### src/rtl/line_window_3x3.sv
// 3x3 sliding window over a raster pixel stream, built from two line buffers and a column shift register.
// Emits one qualified window per pixel whose 3x3 neighbourhood lies entirely inside the frame.
module line_window_3x3 #(
    parameter int IMG_W = 28,
    parameter int IMG_H = 28,
    parameter int DW    = 8
) (
    input  logic            clk,
    input  logic            rst,
    input  logic [DW-1:0]   pixel,
    input  logic            valid,
    output logic [9*DW-1:0] win,
    output logic            win_valid,
    output logic [4:0]      out_row,
    output logic [4:0]      out_col,
    output logic            frame_done
);

    localparam int CW = $clog2(IMG_W);
    localparam int RW = $clog2(IMG_H);

    logic [CW-1:0]   col;
    logic [RW-1:0]   row;
    logic [DW-1:0]   line0 [IMG_W];
    logic [DW-1:0]   line1 [IMG_W];
    logic [DW-1:0]   sh_p0 [3][2];
    logic [DW-1:0]   col_new [3];
    logic [9*DW-1:0] win_nxt;
    logic            last_col;
    logic            last_row;
    logic            vld_p0;

    assign last_col = (col == CW'(IMG_W - 1));
    assign last_row = (row == RW'(IMG_H - 1));
    // Only windows fully inside the current frame qualify; this also hides stale line data from a previous frame.
    assign vld_p0   = valid && (row >= RW'(2)) && (col >= CW'(2));

    always_comb begin
        col_new[0] = line0[col];
        col_new[1] = line1[col];
        col_new[2] = pixel;
        win_nxt    = '0;
        for (int r = 0; r < 3; r++) begin
            win_nxt[(r*3+0)*DW +: DW] = sh_p0[r][0];
            win_nxt[(r*3+1)*DW +: DW] = sh_p0[r][1];
            win_nxt[(r*3+2)*DW +: DW] = col_new[r];
        end
    end

    // Stage p0 -> storage: line buffers and window columns, deliberately left unreset
    always_ff @(posedge clk) begin
        if (valid) begin
            line0[col] <= line1[col];
            line1[col] <= pixel;
            for (int r = 0; r < 3; r++) begin
                sh_p0[r][0] <= sh_p0[r][1];
                sh_p0[r][1] <= col_new[r];
            end
        end
    end

    // Stage p0 -> outputs: position counters and registered window
    always_ff @(posedge clk or posedge rst) begin
        if (rst) begin
            col        <= '0;
            row        <= '0;
            win_valid  <= 1'b0;
            frame_done <= 1'b0;
            out_row    <= '0;
            out_col    <= '0;
            win        <= '0;
        end else begin
            win_valid  <= vld_p0;
            frame_done <= valid && last_row && last_col;
            if (valid) begin
                if (last_col) begin
                    col <= '0;
                    row <= last_row ? '0 : row + RW'(1);
                end else begin
                    col <= col + CW'(1);
                end
            end
            if (vld_p0) begin
                win     <= win_nxt;
                out_row <= 5'(row - RW'(2));
                out_col <= 5'(col - CW'(2));
            end
        end
    end

endmodule
### config.mk
export PLATFORM = sky130hd
export DESIGN_NAME = line_window_3x3
export DESIGN_NICKNAME = d
export VERILOG_FILES = /design/src/rtl/line_window_3x3.sv
export SDC_FILE = /design/constraint.sdc
export NUM_CORES = 1
export LEC_CHECK = 0
export BUFFER_PORTS_ARGS = -buffer_cell sky130_fd_sc_hd__buf_2
export CAP_MARGIN = 40
export CORE_MARGIN = 2
export CORE_UTILIZATION = 66
export CTS_CLUSTER_SIZE = 30
export DETAILED_ROUTE_END_ITERATION = 8
export GPL_TIMING_DRIVEN = 0
export PLACE_DENSITY = 0.85
export SLEW_MARGIN = 30
export SYNTH_ARGS = -nofsm -noshare
export SYNTH_HDL_FRONTEND = slang
export SYNTH_SLANG_ARGS = --single-unit
### constraint.sdc
create_clock -name clk -period 9.1 [get_ports clk]
set_input_delay 1.365 -clock clk [delete_from_list [all_inputs] [get_ports clk]]
set_output_delay 1.365 -clock clk [all_outputs]
set_load 0.1 [all_outputs]
==> results.cfg <==
[run_status]
status = finished clean

[setup_path]
timing.rr.start = col[0]
criticalPathCategory = register to register
worstReg2RegEnd = line0[5][0]
critPathLaunchType = register
critPathMaxFanout = 17
rr_worst_depth = 8
cp.required_ns = 9.41
worstPathArrival_ns = 4.04
crit_path_end_kind = register
r2r_slack_ns = 5.37

[logic_synthesis]
yosysSeqAreaShare_pct = 76.8
synth_compound_area_share_pct = 3.86
synth.area.mux_share_pct = 13.7
yosysTopAreaCell = edfxtp_1
ys.flop_type = edfxtp_1
synth_top_family_by_area = multiplexers
synth_area_leaders = edfxtp_1 (66%), dfrtp_1 (10%), mux2i_1 (8.2%), mux2_2 (3.2%), o22ai_1 (2.3%)
ys_ff_latch = 590
yosysWarnings = 0
synth_cells = 1228
syn-cell-area_sq_um = 22500
syn_area_per_cell_sq_um = 18.3
syn_nets = 1249
synth_cell_type_count = 45
synthAdderAreaFrac_pct = 0.557
synthSimpleGateAreaFrac_pct = 3.18
synth_edf_count = 496
synthXorXnorAreaFrac_pct = 0.156
synth_top_area_share_pct = 66.3
async_reset_ff_share_pct = 15.9

[hold_path]
whs_endpoint = sh_p0[2][10]
hp-start = sh_p0[2][2]
min_path_cells = 0
hp-class = register to register

[clock_network]
numCtsBuffers = 55
insertion_delay_ns = 0.59
htree_levels = 2
cts.sinks = 590
cts_max_path_buffers = 3
clockRootBuffer = clkbuf_16
cts_hold_buf = 0
post_cts_buffers = 0
clk_pin_slew_ns = 0.06
cts_tree = built
cts_resized = 0

[sta]
worst_slew_pin_slew_ns = 0.803
setup_viol = 0
period_needed_ns = 3.73
slew_violations = 0
worst_clock_skew_ns = 0.0290
rsz0062_at_grt = no
finalSetupTns_ns = 0
max_slew_margin_pct = 46.5
max_freq_mhz = 268
period_share_pct = 40.9
final_hold_viol_count = 0

[global_route]
antenna_found_initial = 0
grt_pass1_wl_mm = 83.2
grt_pass1_vias = 13043
met1_usage_pct = 41.5
grt_use_met3_pct = 7.25
grt_overflow = 0
track_usage_pct = 32.6
grt_max_degree = 68
use_met2_pct = 53.2
busiest_layer = met2

[finish]
antenna_cells = 0
final_cell_mix = edfxtp_1 (496), mux2i_1 (184), buf_2 (130)
register_area_sq_um = 17200
drive_gt1_share_pct = 25.6
multi_input_comb_area_sq_um = 4990
fill_cells = 1741
layout-area-overhead-vs-synth_pct = 14.5
nets = 1423
final_common_cell = edfxtp_1

[floorplan]
core-area_sq_um = 33500
die_area_sq_um = 35500
start_util_pct = 67.0
io_pins = 95
die_h_um = 188
placementRows = 67
dieWidth_um = 188

[detailed_routing]
wire_per_inst_um = 30.1
route.vias.total = 12749
vias_per_cell = 6.74
ant_nets = 0
first_pass_iters = 6
wl_mm = 56.9
drt_iter0_drc = 1734
drc_errors = 0

[place]
gp_congestion = 0.912
dp_hpwl_mm = 34.9
io_buffers = 94

[run]
maxCapViolCount = 0
==> layout make-up <==
class                      instances  area share, %
sequential                       590           67.1
multi-input combinational        565           19.4
clock buffer                      79           6.18
timing repair buffer             117           3.08
tap                              448           2.18
buffer                            64           1.43
clock inverter                    20          0.501
inverter                           9          0.151
==> routing by layer <==
layer / vias up / share of wire, %
li1: 5200 / -
met1: 6382 / 34
met2: 962 / 49
met3: 205 / 12
met4: 0 / 5.6
met5: - / 0
==> cells in the mapped netlist (10+ instances only) <==
| cell type | instances |
|---|---|
| edfxtp_1 | 496 |
| mux2i_1 | 184 |
| dfrtp_1 | 94 |
| o22ai_1 | 84 |
| mux2_2 | 64 |
| nor2_1 | 56 |
| buf_2 | 37 |
| nand2_1 | 26 |
| mux4_2 | 22 |
| a31oi_1 | 16 |
| nand3_1 | 14 |
| nor4_1 | 14 |
| a211oi_1 | 11 |
| clkbuf_1 | 10 |
| ha_1 | 10 |
==> flip-flops by register name (all words and copies together), names as in the netlist <==
name        cells
line0         224
line1         224
win            72
sh_p0          48
col             5
out_col         5
out_row         5
row             5
frame_done      1
win_valid       1
==> kinds of logic after synthesis <==
group                      count (synthesis)
AOI/OAI and AO/OA                        137
xor gates and xnor gates                   4
adders and majority gates                 10
buffers and inverters                     73
DFF                                      590
muxes                                    271
and+or+nand+nor                          143
==> worst max-delay path by stage <==
stage,start,endpoint,depth (start not counted)
after floorplan,rst,col[0],1
after global routing,col[0],line0[5][0],8
final,col[0],line0[5][0],8
after global placement,rst,out_col[0],2
after detailed placement,valid,line1[8][4],5
after CTS,col[1],line0[4][4],7
==> worst max-delay path, cell delays in order, from the launching register on <==
cell	delay, ns
dfrtp_1	0.45
buf_6	0.19
clkbuf_1	0.31
nand3_1	0.35
clkbuf_1	0.52
o22ai_1	0.19
nor4_1	0.49
nand2_1	0.59
buf_6	0.34
==> per-stage QoR <==
stage	utilization, %	std cells	setup WS, ns	cell area (sq um)	hold WS (ns)
after CTS	76.6	1890	5.37	25700	0.446
after global placement	70.1	1770	4.02	23500	0.424
after floorplan	-	1228	5.29	22500	0.420
after detailed placement	71.5	1791	5.18	24000	0.427
after global routing	76.7	1892	5.27	25700	0.467
final	76.7	1892	5.37	25700	0.450
Power is left out: the tool's default activity adds up to more than one toggle a clock period on the data nets, which glitch-free logic cannot reach.
